==> config.mk <==
export PLATFORM = sky130hd
export DESIGN_NAME = pc_sequencer_flat
export DESIGN_NICKNAME = d
export VERILOG_FILES = /design/src/rtl/pc_seq_pkg.sv /design/src/rtl/pc_seq_if.sv /design/src/rtl/pc_return_stack.sv /design/src/rtl/pc_sequencer.sv /design/src/flat_wrapper.sv
export SDC_FILE = /design/constraint.sdc
export NUM_CORES = 1
export LEC_CHECK = 0
export BUFFER_PORTS_ARGS = -buffer_cell sky130_fd_sc_hd__buf_2
export CAP_MARGIN = 5
export CORE_ASPECT_RATIO = 1.75
export CORE_MARGIN = 2
export CORE_UTILIZATION = 50
export CTS_CLUSTER_SIZE = 14
export DETAILED_ROUTE_END_ITERATION = 12
export PLACE_DENSITY = 0.88
export SLEW_MARGIN = 10
export SYNTH_ARGS = -nofsm -noshare
export SYNTH_HDL_FRONTEND = slang
export SYNTH_SLANG_ARGS = --single-unit
==> constraint.sdc <==
create_clock -name CLK -period 4.1 [get_ports CLK]
set_clock_uncertainty 0.2 [all_clocks]
set_input_delay 0.615 -clock CLK [delete_from_list [all_inputs] [get_ports CLK]]
set_output_delay 0.615 -clock CLK [all_outputs]
set_load 0.01 [all_outputs]
==> src/rtl/pc_seq_pkg.sv <==
// Shared definitions for the next-PC sequencer: FSM encodings and parameter defaults.
package pc_seq_pkg;

  localparam int PC_W_DEF      = 8;
  localparam int CNT_W_DEF     = 16;
  localparam int RAS_DEPTH_DEF = 4;

  typedef enum logic [1:0] {
    ST_RUN    = 2'd0,
    ST_STALL  = 2'd1,
    ST_HALTED = 2'd2,
    ST_BOOT   = 2'd3
  } pc_state_e;

endpackage

==> src/rtl/pc_seq_if.sv <==
// Decode/fetch-side bundle of the next-PC sequencer. Call/Ret/StackErr exist only
// when PCSEQ_RETSTACK_EN is defined.
// Handshake: no valid/ready pair; every input is sampled on each rising CLK and
// PCIN/Halt respond combinationally in the same cycle.
interface pc_seq_if #(
  parameter int PC_W  = pc_seq_pkg::PC_W_DEF,
  parameter int CNT_W = pc_seq_pkg::CNT_W_DEF
);
  logic [PC_W-1:0]  PC;
  logic             Stall;
  logic             HaltInstr;
  logic             Jump;
  logic             Branch;
  logic             Cond;
  logic [PC_W-1:0]  Target;
  logic             Resume;
  logic [PC_W-1:0]  PCIN;
  logic             Halt;
  logic             Flush;
  logic [1:0]       State;
  logic [CNT_W-1:0] FetchCount;
`ifdef PCSEQ_RETSTACK_EN
  logic             Call;
  logic             Ret;
  logic             StackErr;

  modport master (
    output PC, Stall, HaltInstr, Jump, Branch, Cond, Target, Resume, Call, Ret,
    input  PCIN, Halt, Flush, State, FetchCount, StackErr
  );
  modport slave (
    input  PC, Stall, HaltInstr, Jump, Branch, Cond, Target, Resume, Call, Ret,
    output PCIN, Halt, Flush, State, FetchCount, StackErr
  );
`else
  modport master (
    output PC, Stall, HaltInstr, Jump, Branch, Cond, Target, Resume,
    input  PCIN, Halt, Flush, State, FetchCount
  );
  modport slave (
    input  PC, Stall, HaltInstr, Jump, Branch, Cond, Target, Resume,
    output PCIN, Halt, Flush, State, FetchCount
  );
`endif
endinterface

==> src/rtl/pc_return_stack.sv <==
// Circular return-address LIFO: a push when full overwrites the oldest entry, and a pop
// when empty returns zero. Both cases set the sticky err flag.
module pc_return_stack #(
  parameter int PC_W  = 8,
  parameter int DEPTH = 4
) (
  input  logic            clk,
  input  logic            rst,
  input  logic            push,
  input  logic            pop,
  input  logic [PC_W-1:0] push_data,
  output logic [PC_W-1:0] pop_data,
  output logic            full,
  output logic            empty,
  output logic            err
);
  localparam int IW = (DEPTH > 1) ? $clog2(DEPTH) : 1;

  logic [PC_W-1:0] mem [DEPTH];
  logic [IW-1:0]   top_q;   // next slot to write; top entry sits just below it
  logic [IW:0]     cnt_q;
  logic [IW-1:0]   top_prev;
  logic [IW-1:0]   top_next;

  assign top_prev = (top_q == '0) ? IW'(DEPTH - 1) : top_q - 1'b1;
  assign top_next = (top_q == IW'(DEPTH - 1)) ? '0 : top_q + 1'b1;
  assign full     = (cnt_q == (IW+1)'(DEPTH));
  assign empty    = (cnt_q == '0);
  assign pop_data = empty ? '0 : mem[top_prev];

  always_ff @(posedge clk) begin
    if (push) mem[top_q] <= push_data;
  end

  always_ff @(posedge clk) begin
    if (rst) begin
      top_q <= '0;
      cnt_q <= '0;
      err   <= 1'b0;
    end else if (push) begin
      top_q <= top_next;
      if (full) err <= 1'b1;
      else      cnt_q <= cnt_q + 1'b1;
    end else if (pop) begin
      if (empty) begin
        err <= 1'b1;
      end else begin
        top_q <= top_prev;
        cnt_q <= cnt_q - 1'b1;
      end
    end
  end
endmodule

==> src/rtl/pc_sequencer.sv <==
// Next-PC controller with BOOT/RUN/STALL/HALTED FSM, Flush pulse and fetch counter.
// Optional return stack (Call/Ret/StackErr) is built when PCSEQ_RETSTACK_EN is defined.
module pc_sequencer
  import pc_seq_pkg::*;
#(
  parameter int PC_W      = PC_W_DEF,
  parameter int CNT_W     = CNT_W_DEF,
  parameter int RAS_DEPTH = RAS_DEPTH_DEF
) (
  input logic    CLK,
  input logic    Init,
  pc_seq_if.slave bus
);
  localparam logic [1:0] RUN    = ST_RUN;
  localparam logic [1:0] STALL  = ST_STALL;
  localparam logic [1:0] HALTED = ST_HALTED;
  localparam logic [1:0] BOOT   = ST_BOOT;

  logic [1:0]       state_q, state_d;
  logic             flush_q;
  logic [CNT_W-1:0] cnt_q;
  logic [PC_W-1:0]  pcin;
  logic [PC_W-1:0]  pc_inc;
  logic             halt;
  logic             redirect;

`ifdef PCSEQ_RETSTACK_EN
  logic            push, pop;
  logic [PC_W-1:0] pop_data;
  logic            stack_err;

  pc_return_stack #(.PC_W(PC_W), .DEPTH(RAS_DEPTH)) u_ras (
    .clk       (CLK),
    .rst       (Init),
    .push      (push),
    .pop       (pop),
    .push_data (pc_inc),
    .pop_data  (pop_data),
    .full      (),
    .empty     (),
    .err       (stack_err)
  );
  assign bus.StackErr = stack_err;
`endif

  assign pc_inc = bus.PC + 1'b1;

  always_comb begin
    halt     = 1'b0;
    pcin     = bus.PC;
    redirect = 1'b0;
    state_d  = state_q;
`ifdef PCSEQ_RETSTACK_EN
    push     = 1'b0;
    pop      = 1'b0;
`endif
    case (state_q)
      BOOT: begin
        halt    = 1'b1;
        state_d = RUN;
      end
      HALTED: begin
        halt = 1'b1;
        if (bus.Resume) state_d = RUN;
      end
      default: begin
        // RUN, and STALL once Stall drops, share one priority list with no bubble
        if (bus.Stall) begin
          halt    = 1'b1;
          state_d = STALL;
        end else if (bus.HaltInstr) begin
          halt    = 1'b1;
          state_d = HALTED;
        end
`ifdef PCSEQ_RETSTACK_EN
        else if (bus.Call) begin
          push     = 1'b1;
          pcin     = bus.Target;
          redirect = 1'b1;
        end else if (bus.Ret) begin
          pop      = 1'b1;
          pcin     = pop_data;
          redirect = 1'b1;
        end
`endif
        else if (bus.Jump || (bus.Branch && bus.Cond)) begin
          pcin     = bus.Target;
          redirect = 1'b1;
        end else begin
          pcin = pc_inc;
        end
        if (!halt) state_d = RUN;
      end
    endcase
  end

  always_ff @(posedge CLK) begin
    if (Init) begin
      state_q <= BOOT;
      flush_q <= 1'b0;
      cnt_q   <= '0;
    end else begin
      state_q <= state_d;
      flush_q <= redirect;
      if ((state_q == RUN || state_q == STALL) && !halt && cnt_q != {CNT_W{1'b1}})
        cnt_q <= cnt_q + 1'b1;
    end
  end

  assign bus.PCIN       = pcin;
  assign bus.Halt       = halt;
  assign bus.Flush      = flush_q;
  assign bus.State      = state_q;
  assign bus.FetchCount = cnt_q;
endmodule

==> src/flat_wrapper.sv <==
// flat-port wrapper written by rule: the top's interface ports become plain ports
module pc_sequencer_flat import pc_seq_pkg::*;
#(
  parameter int PC_W      = PC_W_DEF,
  parameter int CNT_W     = CNT_W_DEF,
  parameter int RAS_DEPTH = RAS_DEPTH_DEF
)
  (CLK, Init, bus_PC, bus_Stall, bus_HaltInstr, bus_Jump, bus_Branch, bus_Cond, bus_Target, bus_Resume, bus_PCIN, bus_Halt, bus_Flush, bus_State, bus_FetchCount);
  pc_seq_if #(.PC_W(PC_W), .CNT_W(CNT_W)) bus_i ();
  input logic CLK;
  input logic Init;
  input wire logic [$bits(bus_i.PC)-1:0] bus_PC;
  input wire logic [$bits(bus_i.Stall)-1:0] bus_Stall;
  input wire logic [$bits(bus_i.HaltInstr)-1:0] bus_HaltInstr;
  input wire logic [$bits(bus_i.Jump)-1:0] bus_Jump;
  input wire logic [$bits(bus_i.Branch)-1:0] bus_Branch;
  input wire logic [$bits(bus_i.Cond)-1:0] bus_Cond;
  input wire logic [$bits(bus_i.Target)-1:0] bus_Target;
  input wire logic [$bits(bus_i.Resume)-1:0] bus_Resume;
  output wire logic [$bits(bus_i.PCIN)-1:0] bus_PCIN;
  output wire logic [$bits(bus_i.Halt)-1:0] bus_Halt;
  output wire logic [$bits(bus_i.Flush)-1:0] bus_Flush;
  output wire logic [$bits(bus_i.State)-1:0] bus_State;
  output wire logic [$bits(bus_i.FetchCount)-1:0] bus_FetchCount;
  assign bus_i.PC = bus_PC;
  assign bus_i.Stall = bus_Stall;
  assign bus_i.HaltInstr = bus_HaltInstr;
  assign bus_i.Jump = bus_Jump;
  assign bus_i.Branch = bus_Branch;
  assign bus_i.Cond = bus_Cond;
  assign bus_i.Target = bus_Target;
  assign bus_i.Resume = bus_Resume;
  assign bus_PCIN = bus_i.PCIN;
  assign bus_Halt = bus_i.Halt;
  assign bus_Flush = bus_i.Flush;
  assign bus_State = bus_i.State;
  assign bus_FetchCount = bus_i.FetchCount;
  pc_sequencer #(.PC_W(PC_W), .CNT_W(CNT_W), .RAS_DEPTH(RAS_DEPTH)) u_core (.CLK(CLK), .Init(Init), .bus(bus_i));
endmodule
==> impl_metrics.py, run 1 <==
metrics = {
    "logic_synthesis": {
        "syn_avg_cell_area_um2": 7.88,
        "syn-instance-count": 154,
        "syn-cell-area_um2": 1210,
        "ys_ff_latch": 19,
        "ys_seq_area_frac": 0.313,
        "async_reset_ff_frac": 0,
        "ys_warn_count": 0,
        "ys.flop_type": "dfxtp_1",
        "syn_nets": 180,
        "synth_cell_types": 40,
        "synth-edff-count": 0,
    },
    "timing": {
        "fin_crit_sh": 0.741,
        "tightest_slew_ns": 1.05,
        "final-setup-viol-count": 0,
        "rsz0062_at_grt": "false",
        "period_minus_slack_ns": 3.04,
        "max_slew_margin": 0.302,
        "slew_violations": 0,
        "hold_ws_ns": 0.333,
        "hold_viol": 0,
        "setup_tns_ns": 0,
        "clock.fmax_mhz": 329,
    },
    "clock_network": {
        "ctsResizeCount": 0,
        "clockBufferDepth": 2,
        "cts_sinks": 19,
        "postCtsHoldBufs": 0,
        "htreeDepth": 1,
        "cts_made_buffers": 3,
        "post_cts_buffers": 0,
        "cts_tree": "yes",
        "clock_latency_ns": 0.25,
        "clk_pin_slew_ns": 0.07,
        "root_buffer": "clkbuf_8",
    },
    "setup_path": {
        "crit_path_end_kind": "primary output",
        "slowest_stage": "a21oi_1",
        "critPathArrivalTime_ns": 2.22,
        "critPathRequiredTime_ns": 3.28,
        "path_cells": "buf_2 > a21oi_1 > o21ai_0 > a21oi_1 > a21oi_1 > buf_2",
        "critPathLaunchType": "input pin",
        "cp_max_fo": 16,
        "critical_path_class": "input pin to primary output",
        "cpPeakStageDelay_ns": 0.82,
        "crit_top_cell": "a21oi_1",
    },
    "floorplan": {
        "io_pins": 52,
        "die_area_um2": 2850,
        "std_cell_rows": 23,
        "core_area_um2": 2300,
        "die_w_um": 41.2,
        "start_util": 0.527,
        "die_h_um": 69.2,
    },
    "drt": {
        "routedWlPerCell_um": 14.8,
        "num_vias": 1415,
        "drtAntennaViolNets": 0,
        "drt_iter0_markers": 39,
        "drt_wl_total_um": 3390,
        "drc": 0,
        "viasPerCell": 6.18,
        "dr.pass1.iters": 4,
    },
    "power_and_ir_drop": {
        "power_mw": 0.375,
        "power.share.sequential": 0.504,
        "switching_power_mw": 0.0937,
        "internal_power_mw": 0.281,
        "power_leakage_nw": 0.671,
        "clockPowerShare": 0.336,
        "p_per_area_nw_per_um2": 246,
        "peakVddDrop_mv": 0.240,
        "swShare": 0.250,
        "power_frac_comb": 0.159,
    },
    "place": {
        "dp_cells": 225,
        "gp_congestion": 0.792,
        "portBuffers": 51,
        "hpwl_um": 2660,
    },
    "min_path": {
        "min_path_type": "flip-flop to flip-flop",
    },
    "grt": {
        "antenna_found_initial": 0,
        "grt_pass1_wl_um": 5170,
        "grt_max_degree": 23,
        "grt_usage": 0.247,
        "gr-total-overflow": 0,
        "first_global_vias": 1355,
    },
    "layout": {
        "fin_cells": 229,
        "drive_above_1_share": 0.309,
        "nets": 231,
        "areaGrowthSynthToFinish_pct": 25.8,
        "num_antenna_cells": 0,
        "finish.utilization": 0.663,
    },
    "status": {
        "status": "completed",
    },
    "run": {
        "cap_violations": 0,
    },
}
## final timing paths
check	startpoint	end	slack (ns)	cells past startpoint
worst max-delay path	bus_Branch	bus_PCIN[5]	1.06	6
worst max register to register	u_core.bus.State[1]	u_core.bus.FetchCount[14]	1.68	4
worst min-delay path	u_core.bus.FetchCount[12]	u_core.bus.FetchCount[12]	0.33	2
worst min register to register	u_core.bus.FetchCount[12]	u_core.bus.FetchCount[12]	0.33	2
## final cells by class
type / count / area, um2
fillers: 201 / 776
well taps: 25 / 31.3
clock buffers: 4 / 45.0
repair buffers: 52 / 263
multi-input cells: 124 / 788
inverters: 5 / 18.8
flip-flops and latches: 19 / 380
## power groups by stage
stage                     registers [mW]  clock network (mW)  logic (mW)
after floorplan                    0.194                   0      0.0304
after global placement             0.193                   0      0.0561
after detailed placement           0.193                   0      0.0594
after CTS                          0.189               0.131      0.0595
after global routing               0.189               0.139      0.0660
final                              0.189               0.126      0.0598
## Yosys cell counts, types with 2 or more instances
cell type | count | area share
or3_1 | 7 | 0.036
or4_1 | 4 | 0.025
ha_1 | 2 | 0.021
dfxtp_1 | 19 | 0.31
nand2_1 | 10 | 0.031
a21o_1 | 2 | 0.012
nor2_1 | 9 | 0.028
nor4_1 | 2 | 0.010
nand4_2 | 2 | 0.021
a31oi_1 | 2 | 0.010
clkbuf_1 | 5 | 0.015
nand4_1 | 2 | 0.010
o31ai_1 | 6 | 0.037
o21ai_0 | 10 | 0.041
nand2b_1 | 3 | 0.015
mux2_1 | 2 | 0.019
o22ai_1 | 2 | 0.010
nand3_1 | 10 | 0.041
and4_1 | 2 | 0.014
inv_1 | 4 | 0.012
nor2b_1 | 2 | 0.010
a21oi_1 | 24 | 0.099
mux2i_1 | 2 | 0.016
nor3_1 | 5 | 0.021
## metrics by stage
| step | worst slack, ns | cell area, um2 |
|---|---|---|
| 5_1_grt | 0.933 | 1530 |
| 3_3_place_gp | 1.25 | 1480 |
| 4_1_cts | 1.10 | 1530 |
| 2_1_floorplan | 1.68 | 1210 |
| 3_5_place_dp | 1.11 | 1480 |
| 6_report | 1.06 | 1530 |
## cells in the final DEF, fill, tap and decap left out, drive strengths merged, types with 3 or more instances in the layout
cell    netlist  layout
buf           1      52
nor3          6       6
o31ai         6       6
nand2        10      10
nor4          3       3
nand3        10      10
nor2          9       9
a31oi         3       3
inv           5       5
or3           7       7
or4           4       4
nand2b        3       3
a21oi        24      24
o21ai        10      10
clkbuf        5       4
nand4         5       5
dfxtp        19      19
## critical path: cells and delay by family
family / cells / cell delay, ns
compound gates: 4 / 1.36
buf+inv: 2 / 0.25
## kinds of logic (layout without fill, tap and decap cells)
| logic type | count (synthesis) | count (layout) | synth area share |
|---|---|---|---|
| buf+inv | 11 | 61 | 0.0371 |
| simple gates | 64 | 64 | 0.324 |
| compound gates | 54 | 54 | 0.270 |
| fa+ha+maj | 2 | 2 | 0.0206 |
| mux | 4 | 4 | 0.0351 |
| flops | 19 | 19 | 0.313 |
## flip-flops by register name, indices dropped and copies added (netlist names)
name                   flops
u_core.bus.Flush           1
u_core.bus.FetchCount     16
u_core.bus.State           2
## per-layer routing
metal,vias up,global-route usage,part of all wire
met3,4,0.0256,0.068
met5,-,0,0
li1,694,-,-
met2,55,0.484,0.58
met4,0,0.111,0.010
met1,662,0.207,0.34
Power figures use the tool's default switching activity.
==> inputs of run 2 (changes only) <==
--- a/config.mk
+++ b/config.mk
@@ -5,14 +5,15 @@
 export SDC_FILE = /design/constraint.sdc
 export NUM_CORES = 1
 export LEC_CHECK = 0
+export ABC_AREA = 1
 export BUFFER_PORTS_ARGS = -buffer_cell sky130_fd_sc_hd__buf_2
 export CAP_MARGIN = 5
 export CORE_ASPECT_RATIO = 1.75
 export CORE_MARGIN = 2
-export CORE_UTILIZATION = 50
+export CORE_UTILIZATION = 44
 export CTS_CLUSTER_SIZE = 14
 export DETAILED_ROUTE_END_ITERATION = 12
-export PLACE_DENSITY = 0.88
+export PLACE_DENSITY = 0.81
 export SLEW_MARGIN = 10
 export SYNTH_ARGS = -nofsm -noshare
 export SYNTH_HDL_FRONTEND = slang
==> constraint.sdc (replaced) <==
create_clock -name CLK -period 2.67 [get_ports CLK]
set_clock_uncertainty 0.2 [all_clocks]
set_input_delay 0.4005 -clock CLK [delete_from_list [all_inputs] [get_ports CLK]]
set_output_delay 0.4005 -clock CLK [all_outputs]
set_load 0.01 [all_outputs]
==> run 2 against run 1 <==
Compared with the run above:
- sequential cell count unchanged
- hold slack got worse by 0.13 ns
- register-to-register slack got worse by 0.98 ns
- critical path depth increased by 1
- clock-buffer cell count unchanged
- sequential share of layout area decreased by 2.7 points
- first-iteration DRC count decreased by 21%
- critical path type is now flip-flop to primary output
- critical endpoint is now bus_PCIN[4]
- highest routed layer unchanged
==> impl_metrics.py, run 2 <==
metrics = {
    "power_and_ir_drop": {
        "power_leakage_nw": 0.748,
        "peakVddDrop_mv": 0.184,
        "p_per_area_nw_per_um2": 341,
    },
    "timing": {
        "setup_tns_ns": 0,
        "layout_setup_ws_ns": 0.549,
        "rsz0062_at_grt": "false",
        "clock.fmax_mhz": 471,
        "final-setup-viol-count": 0,
        "hold_viol": 0,
        "max_slew_margin": 0.758,
        "tightest_slew_ns": 0.362,
        "slew_violations": 0,
        "hold_ws_ns": 0.205,
        "period_minus_slack_ns": 2.12,
        "fin_crit_sh": 0.795,
    },
    "floorplan": {
        "die_area_um2": 3600,
        "die_w_um": 46.2,
        "die_h_um": 77.9,
        "core_area_um2": 2960,
        "std_cell_rows": 26,
        "io_pins": 52,
        "start_util": 0.464,
    },
    "clock_network": {
        "clk_pin_slew_ns": 0.07,
        "root_buffer": "clkbuf_8",
        "cts_sinks": 19,
        "clockBufferDepth": 2,
        "cts_tree": "yes",
        "cts_made_buffers": 3,
        "ctsResizeCount": 0,
        "clock_latency_ns": 0.25,
        "postCtsHoldBufs": 0,
        "htreeDepth": 1,
        "post_cts_buffers": 0,
    },
    "status": {
        "status": "completed",
    },
    "logic_synthesis": {
        "syn-cell-area_um2": 1370,
        "synth.top_cell.area_share": 0.277,
        "synth_largest_area_cell": "dfxtp_1",
        "ys_seq_area_frac": 0.277,
        "synth-edff-count": 0,
        "ys_top_cells_by_count": "nand2_1, nor2_1, inv_1",
        "synth_cell_types": 27,
        "async_reset_ff_frac": 0,
        "ys_ff_latch": 19,
        "synth_most_common_cell": "nand2_1",
        "ys_warn_count": 0,
        "syn_nets": 249,
        "ys.flop_type": "dfxtp_1",
        "syn_avg_cell_area_um2": 6.16,
        "syn-instance-count": 223,
        "synth_area_leaders": "dfxtp_1, nand2_1, nor2_1",
    },
    "drt": {
        "viasPerCell": 4.90,
        "routedWlPerCell_um": 10.6,
        "drt_iter0_markers": 31,
        "drc": 0,
        "drtAntennaViolNets": 0,
        "dr.pass1.iters": 4,
        "num_vias": 1558,
        "drt_wl_total_um": 3360,
    },
    "place": {
        "gp_congestion": 0.955,
        "portBuffers": 51,
        "post-place-ws_ns": 0.550,
        "hpwl_um": 2690,
    },
    "setup_path": {
        "r2r_cells": 8,
        "cp_max_fo": 13,
        "r2r_slack_ns": 0.70,
        "critical_path_class": "flip-flop to primary output",
        "r2r_start": "u_core.bus.FetchCount[0]",
        "crit_path_end_kind": "primary output",
        "worstReg2RegEnd": "u_core.bus.FetchCount[15]",
        "critPathArrivalTime_ns": 1.52,
        "critPathRequiredTime_ns": 2.07,
        "critPathLaunchType": "flip-flop",
    },
    "grt": {
        "antenna_found_initial": 0,
        "first_global_vias": 1418,
        "gr-total-overflow": 0,
        "grt_usage": 0.205,
        "grt_max_degree": 15,
        "grt_pass1_wl_um": 5750,
    },
    "min_path": {
        "hold_start": "bus_Resume",
        "min_path_type": "input pin to flip-flop",
        "holdPathStages": 2,
        "hold_end": "u_core.bus.State[1]",
    },
    "layout": {
        "final_common_cell": "nand2_1",
        "layout_common_cells": "nand2_1, buf_2, nor2_1",
        "num_antenna_cells": 0,
        "drive_above_1_share": 0.254,
        "largest_reg_flops": 16,
        "nets": 303,
        "areaGrowthSynthToFinish_pct": 24.7,
    },
    "run": {
        "cap_violations": 0,
    },
}
## run 2: cell types whose count changed after synthesis, sizes merged, moves of 6 or more
cell | before | now
inv | 5 | 24
o21ai | 10 | 18
or3 | 7 | 0
o31ai | 6 | 0
nand2 | 10 | 74
xnor2 | 0 | 6
nor2 | 9 | 29
## run 2: per-layer routing
metal	wire (um)	global-route usage	up-vias
li1	-	-	820
met5	0	0	-
met1	1280	0.208	676
met4	138	0.106	0
met3	136	0.0163	11
met2	1810	0.378	51
## run 2: worst max path at each step
stage                         from     endpoint  slack (ns)  cells past startpoint
6_report       u_core.bus.State[1]  bus_PCIN[4]        0.55                      7
3_5_place_dp            bus_Branch  bus_PCIN[5]        0.55                      7
4_1_cts        u_core.bus.State[1]  bus_PCIN[4]        0.53                      7
5_1_grt                 bus_Branch  bus_PCIN[3]        0.38                      8
3_3_place_gp            bus_Branch  bus_PCIN[4]        0.59                      8
2_1_floorplan        bus_HaltInstr  bus_PCIN[0]        0.74                      4
## run 2: area by class of cell
class | count | area [um2]
Clock buffer | 4 | 45.0
Fill cell | 299 | 1250
Inverter | 25 | 95.1
Multi-Input combinational cell | 174 | 862
Sequential cell | 19 | 380
Tap cell | 42 | 52.6
Timing Repair Buffer | 54 | 278
## run 2: per-stage QoR
step	utilization	cells	cell area, um2	total power [mW]
3_3_place_gp	0.563	314	1670	0.396
3_5_place_dp	0.563	314	1670	0.397
5_1_grt	0.579	318	1710	0.623
6_report	0.579	318	1710	0.585
4_1_cts	0.579	318	1710	0.596
2_1_floorplan	-	223	1370	0.352
## run 2: power breakdown
group	total (mW)	leakage, nW	internal (mW)	switching (mW)
clock	0.195	0.0228	0.106	0.0893
combinational	0.0974	0.572	0.0410	0.0564
sequential	0.292	0.154	0.288	0.00451
## run 2: cells by family (layout without fill, tap and decap cells)
group / after synthesis / after routing / synth area share
xor gates and xnor gates: 8 / 8 / 0.0510
buffers and inverters: 30 / 83 / 0.0956
adders and majority gates: 2 / 2 / 0.0182
AOI/OAI and AO/OA: 41 / 41 / 0.175
and+or+nand+nor: 123 / 123 / 0.383
DFF: 19 / 19 / 0.277
## run 2: critical path, cell delays in order, from the launching register on
cell     delay [ns]
dfxtp_1        0.35
nor3_4         0.21
inv_1          0.20
a21oi_1        0.15
o21ai_0        0.08
o21ai_0        0.09
inv_1          0.05
buf_2          0.13
